==> src/rtl/cpu_control_unit_if.sv <==
// Strobe and status bundle between the control unit and the datapath.
// CU_SINGLE_STEP_EN adds the step input used by the single-step PAUSE state.
interface cpu_control_unit_if;
  logic [31:0] ir;
  logic con;
  logic stop;
`ifdef CU_SINGLE_STEP_EN
  logic step;
`endif
  logic [7:0] bus_out;
  logic [11:0] reg_en;
  logic [5:0] gr_ctl;
  logic read;
  logic write;
  logic [11:0] alu_op;
  logic run;

`ifdef CU_SINGLE_STEP_EN
  modport master (
    input ir, con, stop, step,
    output bus_out, reg_en, gr_ctl,
    output read, write, alu_op, run
  );
  modport slave (
    output ir, con, stop, step,
    input bus_out, reg_en, gr_ctl,
    input read, write, alu_op, run
  );
`else
  modport master (
    input ir, con, stop,
    output bus_out, reg_en, gr_ctl,
    output read, write, alu_op, run
  );
  modport slave (
    output ir, con, stop,
    input bus_out, reg_en, gr_ctl,
    input read, write, alu_op, run
  );
`endif
endinterface

==> src/rtl/cpu_control_unit.sv <==
// Hardwired Moore sequencer: fetch T0-T2, execute T3-T7, memory steps held MEM_WAIT cycles.
// Optional CU_SINGLE_STEP_EN: PAUSE after each instruction until a step rising edge.
module cpu_control_unit #(
  parameter int MEM_WAIT = 1
) (
  input logic clk,
  input logic clr,
  cpu_control_unit_if.master cu
);
  typedef enum logic [3:0] {
    S_RESET, S_T0, S_T1, S_T2, S_T3,
    S_T4, S_T5, S_T6, S_T7, S_HALT
`ifdef CU_SINGLE_STEP_EN
    , S_PAUSE
`endif
  } state_t;

  localparam int B_C = 7;
  localparam int B_IN = 6;
  localparam int B_MDR = 5;
  localparam int B_PC = 4;
  localparam int B_ZLO = 3;
  localparam int B_ZHI = 2;
  localparam int B_LO = 1;
  localparam int B_HI = 0;

  localparam int E_MAR = 11;
  localparam int E_PC = 10;
  localparam int E_MDR = 9;
  localparam int E_IR = 8;
  localparam int E_Y = 7;
  localparam int E_INC = 6;
  localparam int E_HI = 5;
  localparam int E_LO = 4;
  localparam int E_OUT = 2;
  localparam int E_Z = 1;
  localparam int E_CON = 0;

  localparam int G_A = 5;
  localparam int G_B = 4;
  localparam int G_C = 3;
  localparam int G_RIN = 2;
  localparam int G_ROUT = 1;
  localparam int G_BA = 0;

  localparam logic [2:0] LAST = 3'(MEM_WAIT - 1);

  state_t state, nxt;
  logic [2:0] cnt, cnt_d;
  logic mem_st, wait_done;

  logic [4:0] op;
  logic unused_ir;
  assign op = cu.ir[31:27];
  assign unused_ir = ^cu.ir[26:0];

  logic c_ld, c_ldi, c_st, c_addr;
  logic c_rop, c_imm, c_alu, c_md, c_nn;
  logic c_br, c_jr, c_in, c_out;
  logic c_hi, c_lo, c_halt;

  assign c_ld = op == 5'd0;
  assign c_ldi = op == 5'd1;
  assign c_st = op == 5'd2;
  assign c_addr = c_ld | c_ldi | c_st;
  assign c_rop = op >= 5'd3 && op <= 5'd10;
  assign c_imm = op >= 5'd11 && op <= 5'd13;
  assign c_alu = c_rop | c_imm;
  assign c_md = op == 5'd14 || op == 5'd15;
  assign c_nn = op == 5'd16 || op == 5'd17;
  assign c_br = op == 5'd18;
  assign c_jr = op == 5'd19;
  assign c_in = op == 5'd20;
  assign c_out = op == 5'd21;
  assign c_hi = op == 5'd22;
  assign c_lo = op == 5'd23;
  assign c_halt = op == 5'd25;

  function automatic logic [11:0] alu_sel(
    input logic [4:0] o
  );
    logic [11:0] a;
    a = '0;
    case (o)
      5'd3, 5'd11: a[0] = 1'b1;
      5'd4: a[1] = 1'b1;
      5'd14: a[2] = 1'b1;
      5'd15: a[3] = 1'b1;
      5'd9, 5'd12: a[4] = 1'b1;
      5'd10, 5'd13: a[5] = 1'b1;
      5'd5: a[6] = 1'b1;
      5'd6: a[7] = 1'b1;
      5'd7: a[8] = 1'b1;
      5'd8: a[9] = 1'b1;
      5'd16: a[10] = 1'b1;
      5'd17: a[11] = 1'b1;
      default: a = '0;
    endcase
    return a;
  endfunction

  logic [11:0] op_alu;
  assign op_alu = alu_sel(op);

  assign mem_st = state == S_T1
    || (state == S_T6 && c_ld)
    || (state == S_T7 && c_st);
  assign wait_done = cnt == LAST;
  // counter only advances while a memory step is still holding
  assign cnt_d = (mem_st && !wait_done) ?
    cnt + 3'd1 : 3'd0;

`ifdef CU_SINGLE_STEP_EN
  logic step_q, step_rise;
  always_ff @(posedge clk or posedge clr) begin
    if (clr) step_q <= 1'b0;
    else step_q <= cu.step;
  end
  assign step_rise = cu.step & ~step_q;
  localparam state_t S_FIN = S_PAUSE;
`else
  localparam state_t S_FIN = S_T0;
`endif

  always_ff @(posedge clk or posedge clr) begin
    if (clr) begin
      state <= S_RESET;
      cnt <= '0;
    end else begin
      state <= nxt;
      cnt <= cnt_d;
    end
  end

  always_comb begin
    nxt = state;
    unique case (state)
      S_RESET: nxt = S_T0;
      S_T0: nxt = cu.stop ? S_HALT : S_T1;
      S_T1: nxt = wait_done ? S_T2 : S_T1;
      S_T2: nxt = S_T3;
      S_T3: begin
        unique case (1'b1)
          c_halt: nxt = S_HALT;
          c_addr, c_alu, c_md, c_nn, c_br:
            nxt = S_T4;
          default: nxt = S_FIN;
        endcase
      end
      S_T4: nxt = c_nn ? S_FIN : S_T5;
      S_T5: nxt = (c_ld | c_st | c_md | c_br) ?
        S_T6 : S_FIN;
      S_T6: begin
        if (c_ld) nxt = wait_done ? S_T7 : S_T6;
        else if (c_st) nxt = S_T7;
        else nxt = S_FIN;
      end
      S_T7: nxt = (c_st && !wait_done) ?
        S_T7 : S_FIN;
      S_HALT: nxt = S_HALT;
`ifdef CU_SINGLE_STEP_EN
      S_PAUSE: nxt = step_rise ? S_T0 : S_PAUSE;
`endif
      default: nxt = S_RESET;
    endcase
  end

  logic [7:0] bus;
  logic [11:0] en;
  logic [5:0] gr;
  logic [11:0] alu;
  logic rd, wr, run;

  always_comb begin
    bus = '0;
    en = '0;
    gr = '0;
    alu = '0;
    rd = 1'b0;
    wr = 1'b0;
    run = state != S_RESET && state != S_HALT;
    unique case (state)
      S_T0: begin
        bus[B_PC] = 1'b1;
        en[E_MAR] = 1'b1;
        en[E_INC] = 1'b1;
        en[E_Z] = 1'b1;
      end
      S_T1: begin
        bus[B_ZLO] = 1'b1;
        rd = 1'b1;
        en[E_MDR] = 1'b1;
        en[E_PC] = wait_done;
      end
      S_T2: begin
        bus[B_MDR] = 1'b1;
        en[E_IR] = 1'b1;
      end
      S_T3: begin
        unique case (1'b1)
          c_addr: begin
            gr[G_B] = 1'b1;
            gr[G_BA] = 1'b1;
            en[E_Y] = 1'b1;
          end
          c_alu: begin
            gr[G_B] = 1'b1;
            gr[G_ROUT] = 1'b1;
            en[E_Y] = 1'b1;
          end
          c_md: begin
            gr[G_A] = 1'b1;
            gr[G_ROUT] = 1'b1;
            en[E_Y] = 1'b1;
          end
          c_nn: begin
            gr[G_B] = 1'b1;
            gr[G_ROUT] = 1'b1;
            alu = op_alu;
            en[E_Z] = 1'b1;
          end
          c_br: begin
            gr[G_A] = 1'b1;
            gr[G_ROUT] = 1'b1;
            en[E_CON] = 1'b1;
          end
          c_jr: begin
            gr[G_A] = 1'b1;
            gr[G_ROUT] = 1'b1;
            en[E_PC] = 1'b1;
          end
          c_in: begin
            bus[B_IN] = 1'b1;
            gr[G_A] = 1'b1;
            gr[G_RIN] = 1'b1;
          end
          c_out: begin
            gr[G_A] = 1'b1;
            gr[G_ROUT] = 1'b1;
            en[E_OUT] = 1'b1;
          end
          c_hi: begin
            bus[B_HI] = 1'b1;
            gr[G_A] = 1'b1;
            gr[G_RIN] = 1'b1;
          end
          c_lo: begin
            bus[B_LO] = 1'b1;
            gr[G_A] = 1'b1;
            gr[G_RIN] = 1'b1;
          end
          default: ;
        endcase
      end
      S_T4: begin
        unique case (1'b1)
          c_addr, c_imm: begin
            bus[B_C] = 1'b1;
            alu = c_addr ? 12'h001 : op_alu;
            en[E_Z] = 1'b1;
          end
          c_rop: begin
            gr[G_C] = 1'b1;
            gr[G_ROUT] = 1'b1;
            alu = op_alu;
            en[E_Z] = 1'b1;
          end
          c_md: begin
            gr[G_B] = 1'b1;
            gr[G_ROUT] = 1'b1;
            alu = op_alu;
            en[E_Z] = 1'b1;
          end
          c_nn: begin
            bus[B_ZLO] = 1'b1;
            gr[G_A] = 1'b1;
            gr[G_RIN] = 1'b1;
          end
          c_br: begin
            bus[B_PC] = 1'b1;
            en[E_Y] = 1'b1;
          end
          default: ;
        endcase
      end
      S_T5: begin
        unique case (1'b1)
          c_ld, c_st: begin
            bus[B_ZLO] = 1'b1;
            en[E_MAR] = 1'b1;
          end
          c_ldi, c_alu: begin
            bus[B_ZLO] = 1'b1;
            gr[G_A] = 1'b1;
            gr[G_RIN] = 1'b1;
          end
          c_md: begin
            bus[B_ZLO] = 1'b1;
            en[E_LO] = 1'b1;
          end
          c_br: begin
            bus[B_C] = 1'b1;
            alu[0] = 1'b1;
            en[E_Z] = 1'b1;
          end
          default: ;
        endcase
      end
      S_T6: begin
        unique case (1'b1)
          c_ld: begin
            rd = 1'b1;
            en[E_MDR] = 1'b1;
          end
          c_st: begin
            gr[G_A] = 1'b1;
            gr[G_ROUT] = 1'b1;
            en[E_MDR] = 1'b1;
          end
          c_md: begin
            bus[B_ZHI] = 1'b1;
            en[E_HI] = 1'b1;
          end
          c_br: begin
            bus[B_ZLO] = 1'b1;
            en[E_PC] = cu.con;
          end
          default: ;
        endcase
      end
      S_T7: begin
        if (c_ld) begin
          bus[B_MDR] = 1'b1;
          gr[G_A] = 1'b1;
          gr[G_RIN] = 1'b1;
        end else if (c_st) begin
          wr = 1'b1;
        end
      end
      default: ;
    endcase
  end

  assign cu.bus_out = bus;
  assign cu.reg_en = en;
  assign cu.gr_ctl = gr;
  assign cu.read = rd;
  assign cu.write = wr;
  assign cu.alu_op = alu;
  assign cu.run = run;
endmodule

==> src/flat_wrapper.sv <==
// flat-port wrapper written by rule: the top's interface ports become plain ports
module cpu_control_unit_flat 
#(
  parameter int MEM_WAIT = 1
)
  (clk, clr, cu_ir, cu_con, cu_stop, cu_bus_out, cu_reg_en, cu_gr_ctl, cu_read, cu_write, cu_alu_op, cu_run);
  cpu_control_unit_if cu_i ();
  input logic clk;
  input logic clr;
  input wire logic [$bits(cu_i.ir)-1:0] cu_ir;
  input wire logic [$bits(cu_i.con)-1:0] cu_con;
  input wire logic [$bits(cu_i.stop)-1:0] cu_stop;
  output wire logic [$bits(cu_i.bus_out)-1:0] cu_bus_out;
  output wire logic [$bits(cu_i.reg_en)-1:0] cu_reg_en;
  output wire logic [$bits(cu_i.gr_ctl)-1:0] cu_gr_ctl;
  output wire logic [$bits(cu_i.read)-1:0] cu_read;
  output wire logic [$bits(cu_i.write)-1:0] cu_write;
  output wire logic [$bits(cu_i.alu_op)-1:0] cu_alu_op;
  output wire logic [$bits(cu_i.run)-1:0] cu_run;
  assign cu_i.ir = cu_ir;
  assign cu_i.con = cu_con;
  assign cu_i.stop = cu_stop;
  assign cu_bus_out = cu_i.bus_out;
  assign cu_reg_en = cu_i.reg_en;
  assign cu_gr_ctl = cu_i.gr_ctl;
  assign cu_read = cu_i.read;
  assign cu_write = cu_i.write;
  assign cu_alu_op = cu_i.alu_op;
  assign cu_run = cu_i.run;
  cpu_control_unit #(.MEM_WAIT(MEM_WAIT)) u_core (.clk(clk), .clr(clr), .cu(cu_i));
endmodule
==> config.mk <==
export PLATFORM = sky130hd
export DESIGN_NAME = cpu_control_unit_flat
export DESIGN_NICKNAME = d
export VERILOG_FILES = /design/src/rtl/cpu_control_unit_if.sv /design/src/rtl/cpu_control_unit.sv /design/src/flat_wrapper.sv
export SDC_FILE = /design/constraint.sdc
export NUM_CORES = 1
export LEC_CHECK = 0
export CORE_MARGIN = 2
export CORE_UTILIZATION = 37
export CTS_CLUSTER_SIZE = 20
export DETAILED_ROUTE_END_ITERATION = 10
export GPL_TIMING_DRIVEN = 0
export PLACE_DENSITY = 0.82
export RECOVER_POWER = 100
export SLEW_MARGIN = 20
export SYNTH_ARGS = -nofsm -noshare
export SYNTH_HDL_FRONTEND = slang
export SYNTH_SLANG_ARGS = --single-unit
export TNS_END_PERCENT = 1
==> constraint.sdc <==
create_clock -name clk -period 2.9 [get_ports clk]
set_clock_uncertainty 0.2 [all_clocks]
set_input_delay 0.725 -clock clk [delete_from_list [all_inputs] [get_ports clk]]
set_output_delay 0.725 -clock clk [all_outputs]
set_load 0.01 [all_outputs]
### Word-level counts from Yosys, hierarchy flattened

Cells that the tools add are included.

| storage, ports and cells | value |
|---|---|
| memories kept | 0 |
| word-level logic and storage cells | 156 |
| output and inout bits | 41 |
| bits in latches | 0 |
| bits in read-only memories | 0 |
| input bits | 36 |
| bits in writable memories | 0 |
| register bits | 7 |

| operators by class | value |
|---|---|
| mux-type cells | 78 |
| shifts and indexed selects | 0 |
| magnitude comparators | 4 |
| equal/unequal tests | 34 |
| bitwise logic cells | 6 |
| reductions and logical operators | 31 |
| div/mod/pow operators | 0 |
| multipliers | 0 |
| add/sub/neg operators | 1 |

Operators with widths:

| kind | number |
|---|---|
| 1-bit two-way mux | 48 |
| 5-bit == test (second input constant) | 9 |
| 5-bit by 4-bit == test with 1-bit output (second input constant) | 8 |
| 4-bit one-hot mux with 10 select lines | 1 |
| 12-bit two-way mux | 2 |
| 12-bit one-hot mux with 2 select lines | 1 |
| 11-bit one-hot mux with 2 select lines | 1 |
| 5-bit by 3-bit == test with 1-bit output (second input constant) | 4 |
| 4-bit two-way mux | 5 |
| 4-bit by 3-bit == test with 1-bit output (second input constant) | 4 |
| 1-bit one-hot mux with 2 select lines | 8 |
| 2-bit OR reduction | 7 |
| 1-bit one-hot mux with 4 select lines | 3 |
| 5-bit by 2-bit == test with 1-bit output (second input constant) | 2 |
| 5-bit by 4-bit less-or-equal comparator with 1-bit output (second input constant) | 2 |
| 5-bit OR reduction | 2 |
| 3-bit two-way mux | 3 |
| 1-bit one-hot mux with 3 select lines | 3 |
| 3-bit OR reduction | 3 |
| 4-bit by 2-bit == test with 1-bit output (second input constant) | 2 |
| 4-bit == test (second input constant) | 2 |
| 4-bit one-hot mux with 2 select lines | 1 |
| 1-bit logical AND | 7 |
| 7-bit OR reduction | 1 |
| other kinds (17) | 25 |

### Depth between registers and ports, before layout

| logic depth | value |
|---|---|
| depth in word-level cells | 6 |
| mapped depth | 6 |
| depth with buffers taken out | 6 |

### Worst setup path after synthesis

OpenSTA, ideal clock, no wires.

| timing path | value |
|---|---|
| kind | input to output |
| start | input port cu_ir[30] |
| end | output port cu_gr_ctl[5] |
| data required time | 1.975 ns |
| stages on the path | 6 |
| buffers on the path | 2 |
| arrival time | 1.960 ns |
| path slack | 0.015 ns |
| cells stage by stage | buf_2 > buf_2 > nor4b_1 > o211ai_1 > o211ai_1 > or4_1 |

| on the way | value |
|---|---|
| cells in the longest elaborated chain, start to end | 6 |
| elaborated cells on any way between the ends | 30 |
| classes of those cells | order compare: 4; eq/ne: 12; mux: 6; bitwise: 1; reduce/logical: 7 |

Ends and longest elaborated chain:

| what | RTL line | source |
|---|---|---|
| start, declared | flat_wrapper.sv:10 | `input wire logic [$bits(cu_i.ir)-1:0] cu_ir;` |
| 5-bit by 2-bit greater-or-equal comparator with 1-bit output (tied with other cells) | cpu_control_unit.sv:66 | `assign c_rop = op >= 5'd3 && op <= 5'd10;` |
| 1-bit logical AND (on tied branches) | cpu_control_unit.sv:66, cpu_control_unit.sv:67 |  |
| 1-bit bitwise OR | cpu_control_unit.sv:68 | `assign c_alu = c_rop \| c_imm;` |
| 2-bit OR reduction | cpu_control_unit.sv:287 | `unique case (1'b1)` |
| 1-bit two-way mux | cpu_control_unit.sv:287 |  |
| 1-bit one-hot mux with 5 select lines (*) | cpu_control_unit.sv:182 | `unique case (state)` |
| end, declared | flat_wrapper.sv:15 | `output wire logic [$bits(cu_i.gr_ctl)-1:0] cu_gr_ctl;` |

Mark *: on every way between the ends. The rest lies on a longest branch, timed or not.

### Worst setup path in the final report

| timing path | value |
|---|---|
| start | register u_core.state[2] |
| end | output port cu_gr_ctl[5] |

| on the way | value |
|---|---|
| cells in the longest elaborated chain, start to end | 2 |
| elaborated cells on any way between the ends | 6 |
| classes of those cells | eq/ne: 5; mux: 1 |

Ends and longest elaborated chain:

| what | RTL line | source |
|---|---|---|
| start, declared | cpu_control_unit.sv:48 | `state_t state, nxt;` |
| start signal, assigned | cpu_control_unit.sv:130 | `state <= nxt;` |
| 4-bit == test / 4-bit by 3-bit == test with 1-bit output (equally long branches) | cpu_control_unit.sv:182 |  |
| 1-bit one-hot mux with 5 select lines (*) | cpu_control_unit.sv:182 |  |

Marks and branches as above.

==> metrics.md <==
| Metric | Value |
|---|---|
| Die ar. | `3700 um^2` |
| CTS Buffer Depth | `2` |
| Leakage | `0.947 nW` |
| Die width | `60.8 um` |
| Failing checks | `negative setup slack` |
| # setup viols final | `7` |
| Fmax achieved | `327 MHz` |
| ANT cells | `0` |
| Final Util | `66.8%` |
| Total GRT Usage | `23.2%` |
| Worst-Margin Slew | `503 ps` |
| Flop2flop setup slack | `720 ps` |
| Asr flop ratio synth | `100%` |
| Tcrit/Tclk final | `105%` |
| Fin crit period | `3060 ps` |
| Reg2Reg Launch Point | `u_core.cnt[0]` |
| CP dominant cell by count | `buf_4` |
| Reg2Reg Capture Point | `u_core.state[2]` |
| Area growth from synthesis to layout | `70.8%` |
| Placed cell count | `266` |
| Hold Crit Start | `u_core.cnt[0]` |
| Antenna violations before repair | `0` |
| CP Cell Sequence | `buf_4 > nand4b_1 > buf_4 > o211ai_1 > or4_1 > buf_2` |
| Worst reg-to-reg path cell count | `6` |
| Most common cell after layout, fill and taps aside | `buf_4` |
| Largest net degree at the start of global routing | `11` |
| Leading area contributor after synthesis | `dfrtp_1` |
| Most frequent cells in the layout | `31 x buf_4, 20 x nor2_1, 15 x dlygate4sd2_1, 12 x clkbuf_2, 10 x buf_2` |
| WHS Path Cells | `1` |
| Slowest-stage cell, CP | `or4_1` |
| Mapped Cells | `175` |
| Mapped Area | `1190 um^2` |
| Worst-Skew Late Latency | `250 ps` |
| Pre-CTS setup slack | `-1140 ps` |
| Total of max-cap violations | `0` |
| Dpl hpwl | `2.88 mm` |
| H-tree depth | `1` |
| WP data required | `1980 ps` |
| DRT Pass-1 Iters | `5` |
| Initial DRC Count | `115` |
| EDFF count, synth | `0` |
| Mean post-synth cell area | `6.83 um^2` |
| Die Height | `60.8 um` |
| First-pass GRT wire length | `6.66 mm` |
| Core area | `3050 um^2` |
| Post-synth top area share | `14.7%` |
| CTS tree | `built` |
| CP Max Fanout | `10` |
| Worst path max stage delay | `550 ps` |
| Worst-case vdd ir drop | `284 uV` |
| Final antenna-violating net count | `0` |
| Synth warn | `0` |
| Via count | `1736` |
| Final Max Slew Viols | `0` |
| Bufs and invs on worst path | `3` |
| Ys flop type | `dfrtp_1` |
| Nets@finish | `291` |
| Port bufs | `47` |
| Fillers | `253` |
| Final instance area | `2040 um^2` |
| Status | `finished, violations left` |
| Net Count, Synth | `213` |
| Root Driver | `clkbuf_4` |
| Pwr Density | `440 nW/um^2` |
| Synthesized flop and latch total | `7` |
| Vias in the first global route | `1372` |
| Via/cell ratio | `5.86` |
| Post-Layout Cell Count | `296` |
| CTS buffer count | `3` |
| Global route overflow | `0` |
| Hold Crit Class | `flop to flop` |
| Worst setup SP type | `flop` |
| Max_slew headroom | `66.4%` |
| Routability Congestion | `0.849` |
| Post-route DRC | `0` |
| RSZ-0062 raised after global routing | `true` |
| Top delay family on crit path | `simple AND/OR/NAND/NOR gates` |
| IO Pins | `77` |
| Worst Path Arrival | `2130 ps` |
| Layout cells sized above 1 | `39.7%` |
| Crit Path Category | `flop to output pin` |
| Initial core utilization | `39.1%` |
| DR WL/cell | `16.0 um` |
| CTS sink count | `7` |
| Final setup margin | `-156 ps` |
| CP Capture Type | `output pin` |
| Worst Hold End | `u_core.cnt[0]` |
| Final hold vios | `0` |
| Cts hold-fix bufs | `0` |
| Final Power | `897 uW` |
| Placed inst area | `1720 um^2` |
| WL final | `4.75 mm` |
| Seq/Total Area, Yosys | `14.7%` |
| Num rows | `20` |
| Synth area leaders | `dfrtp_1 15%, nor2_1 7.2%, o21ai_0 4.2%, buf_2 3.8%, nand2_1 3.8%` |
| Distinct cells, synth | `47` |
| Reg clk slew, reported paths | `50 ps` |
## stage by stage
| step | TNS [ps] | hold slack, ps |
|---|---|---|
| after floorplan | 0 | 243 |
| after global placement | -32400 | 267 |
| after detailed placement | -32390 | 269 |
| after CTS | -1210 | 275 |
| after global routing | -1020 | 297 |
| final | -483 | 270 |
## cells by family after synthesis
family,count (synthesis),share of synthesized area (%)
AND/OR/NAND/NOR,100,50.8
AO/OA/AOI/OAI,36,18.9
buffers and inverters,23,8.79
flip-flops,7,14.7
XOR/XNOR,5,3.67
adder cells (fa/ha/maj),2,2.09
other,1,0.314
multiplexers,1,0.838
## final cells by class
cell class / instances / area [um^2] / area share (%)
plain buffers: 17 / 156 / 7.66
clock buffers: 4 / 26.3 / 1.29
inverters: 6 / 22.5 / 1.10
multi-input cells: 145 / 1040 / 50.9
flip-flops and latches: 7 / 180 / 8.83
well taps: 44 / 55.1 / 2.70
repair buffers: 73 / 562 / 27.5
## synth_stat cells, drive strengths merged, types with 4 or more instances
cell type and number:
a21oi 8, buf 13, clkbuf 4, dfrtp 7, inv 6, nand2 12, nand2b 6, nand4b 5
nor2 23, nor2b 4, nor3 7, nor4 5, nor4b 6, o211ai 4, o21ai 10, or2 5
or3 7
## how the worst max path moves through the flow
stage                    startpoint  cells past startpoint            to
floorplan                 cu_ir[30]                      6  cu_gr_ctl[5]
global placement          cu_ir[29]                      6  cu_alu_op[7]
detailed placement        cu_ir[27]                      7  cu_gr_ctl[5]
CTS                 u_core.state[0]                      5  cu_gr_ctl[1]
global route              cu_ir[29]                      7  cu_gr_ctl[5]
finish              u_core.state[2]                      6  cu_gr_ctl[5]
## timing repair
action                                  CTS  global route
cloned                                    2             0
pin swaps                                 7            12
setup buffers                             9            15
endpoints found under the setup margin   38            30
gates resized for setup                 108            64
## worst register-to-register path: cells and delay by family, from the launching register on
kind,cells,cell delay [ps]
flops,1,390
simple gates,4,1260
buf+inv,1,60
fa+ha+maj,1,160
## metal layers
metal	GRT usage [%]	share of wire (%)	vias up
li1	-	-	800
met1	34.5	41	798
met5	0	0	-
met3	2.99	10	11
met4	5.90	1.4	0
met2	35.2	47	127
## registers in the layout, summed over array words and instances (netlist names)
name,count
u_core.state,4
u_core.cnt,3
## power breakdown
| part | internal [mW] | leakage, nW | total [mW] | switching [mW] |
|---|---|---|---|---|
| combinational | 0.313 | 0.845 | 0.641 | 0.329 |
| clock | 0.0526 | 0.0150 | 0.0894 | 0.0369 |
| sequential | 0.125 | 0.0868 | 0.166 | 0.0411 |
| total | 0.490 | 0.947 | 0.897 | 0.407 |
No activity file was read; power rests on OpenSTA's default activity.
==> edit: new RTL, same settings <==
The 10 states of `state_t` get a Gray code encoding in 4 bits.
--- a/src/rtl/cpu_control_unit.sv
+++ b/src/rtl/cpu_control_unit.sv
@@ -10,4 +10,4 @@
   typedef enum logic [3:0] {
-    S_RESET, S_T0, S_T1, S_T2, S_T3,
-    S_T4, S_T5, S_T6, S_T7, S_HALT
+    S_RESET = 4'b0000, S_T0 = 4'b0001, S_T1 = 4'b0011, S_T2 = 4'b0010, S_T3 = 4'b0110,
+    S_T4 = 4'b0111, S_T5 = 4'b0101, S_T6 = 4'b0100, S_T7 = 4'b1100, S_HALT = 4'b1101
 `ifdef CU_SINGLE_STEP_EN
Behaviour: no difference found for any inputs over 10 cycles, from zero or initial values; not proved beyond that.
==> edit against the unedited design <==
The flow still finishes with violations (setup timing); worst hold slack worse by 0.0046 ns; cell area decreased by 5.2%; clock power up 2%; via count fell by 6.6%; wire length fell by 6.4%; setup slack worse by 0.0051 ns; sequential share of layout area increased by 0.29 points; synthesized area increased by 1.2%; total power grew 16%; sequential cell count unchanged; critical path depth down 1; count of clock-buffer cells in the layout stayed put; synthesized cell count is 1.7% higher; critical endpoint is now cu_gr_ctl[0]; largest power group unchanged.
==> edit: results (changes against the unedited design) <==
* Fill count at 286 (was 253)
* Multiplexer area fraction after synthesis at 0 (was 0.00838)
* Total GRT Usage at 0.246 (was 0.232)
* Setup TNS Final at -1.21 ns (was -0.483 ns)
* Final Wtd Congestion at 0.942 (was 0.849)
* Diodes inserted at 0 (unchanged)
* First-pass GRT wire length at 7010 um (was 6660 um)
* Postcts setup bufs at 7 (was 9)
* Layout Cell Area excl Fill at 1930 um2 (was 2040 um2)
* Plain + repair buffers at 72 (was 90)
* Global Route met2 Usage at 0.375 (was 0.352)
* Peak VDD IR at 0.000467 V (was 0.000284 V)
* # port buffers at 46 (was 47)
* Synth Area in XOR/XNOR at 0.0145 (was 0.0366)
* FF-to-FF setup slack at 0.93 ns (was 0.72 ns)
* Fraction of area in multi-input gates at 0.535 (was 0.509)
* Violated checks: setup timing (unchanged)
* Post-synthesis compound-gate area fraction at 0.245 (was 0.188)
* Avg WL per Cell at 15.9 um (was 16.0 um)
* Distinct cells, synth at 54 (was 47)
* Syn_nets at 216 (was 213)
* Status: complete, but fails checks (unchanged)
* ClkCell Share at 0.0136 (was 0.0129)
* Crit path max-delay family: buffers and inverters (was simple AND/OR/NAND/NOR gates)
* Seq/Total Area, Yosys at 0.145 (was 0.147)
* Vias in the first global route at 1,447 (was 1,372)
* Cell Area, Placed at 1720 um2 (about the same)
* Worst R2R Start: u_core.state[2]$_DFF_PP0_ (was u_core.cnt[0]$_DFF_PP0_)
* Register area at 176 um2 (was 180 um2)
* Leakage power at 0.937 nW (was 0.947 nW)
* Worst Slack Setup Final at -0.161 ns (was -0.156 ns)
* Pre-CTS setup slack at -1.07 ns (was -1.14 ns)
* Post-DP HPWL at 3080 um (was 2880 um)
* Largest cells by area after synthesis: dfrtp_1, nor3_1, nor2_1 (was dfrtp_1, nor2_1, o21ai_0)
* Pre-antenna DRT Iters at 4 (was 5)
* Drt drc at 0 (unchanged)
* Hold slack final at 0.265 ns (was 0.270 ns)
* DR vias/cell at 5.81 (was 5.86)
* Synth Area in Adders at 0.0207 (was 0.0209)
* # nets final at 274 (was 291)
* Share of cells above drive strength 1 at 0.311 (was 0.397)
* Initial DRC Count at 128 (was 115)
* M1 GR Usage at 0.344 (was 0.345)
* Cts repair resizes at 103 (was 108)
* CP max-delay cell: clkdlybuf4s50_1 (was or4_1)
* Setup Viol. Count Final at 14 (was 7)
* Count of multi-input gates at 141 (was 145)
* Via count at 1,621 (was 1,736)
* Synth Instances at 178 (was 175)
## edit: worst max path at each step
stage / from / to / slack [ns]
2_1_floorplan: cu_ir[29] / cu_gr_ctl[1] / 0.16
3_3_place_gp: cu_ir[31] / cu_alu_op[0] / -1.07
3_5_place_dp: cu_ir[29] / cu_gr_ctl[1] / -1.07
4_1_cts: u_core.state[2]$_DFF_PP0_ / cu_reg_en[8] / -0.18
5_1_grt: u_core.state[3]$_DFF_PP0_ / cu_reg_en[0] / -0.24
6_report: cu_ir[31] / cu_gr_ctl[0] / -0.16
## edit: where the power goes
part           switching (W)  internal, W  total (W)
Clock              0.0000384    0.0000526  0.0000910
Sequential         0.0000357     0.000126   0.000161
Combinational       0.000443     0.000346   0.000789
Total               0.000517     0.000524    0.00104
## edit: layer usage
metal	vias up	share of wire	routed length (um)
li1	757	-	-
met1	755	0.42	1850
met2	101	0.47	2080
met3	8	0.096	429
met4	0	0.020	89
met5	-	0	0
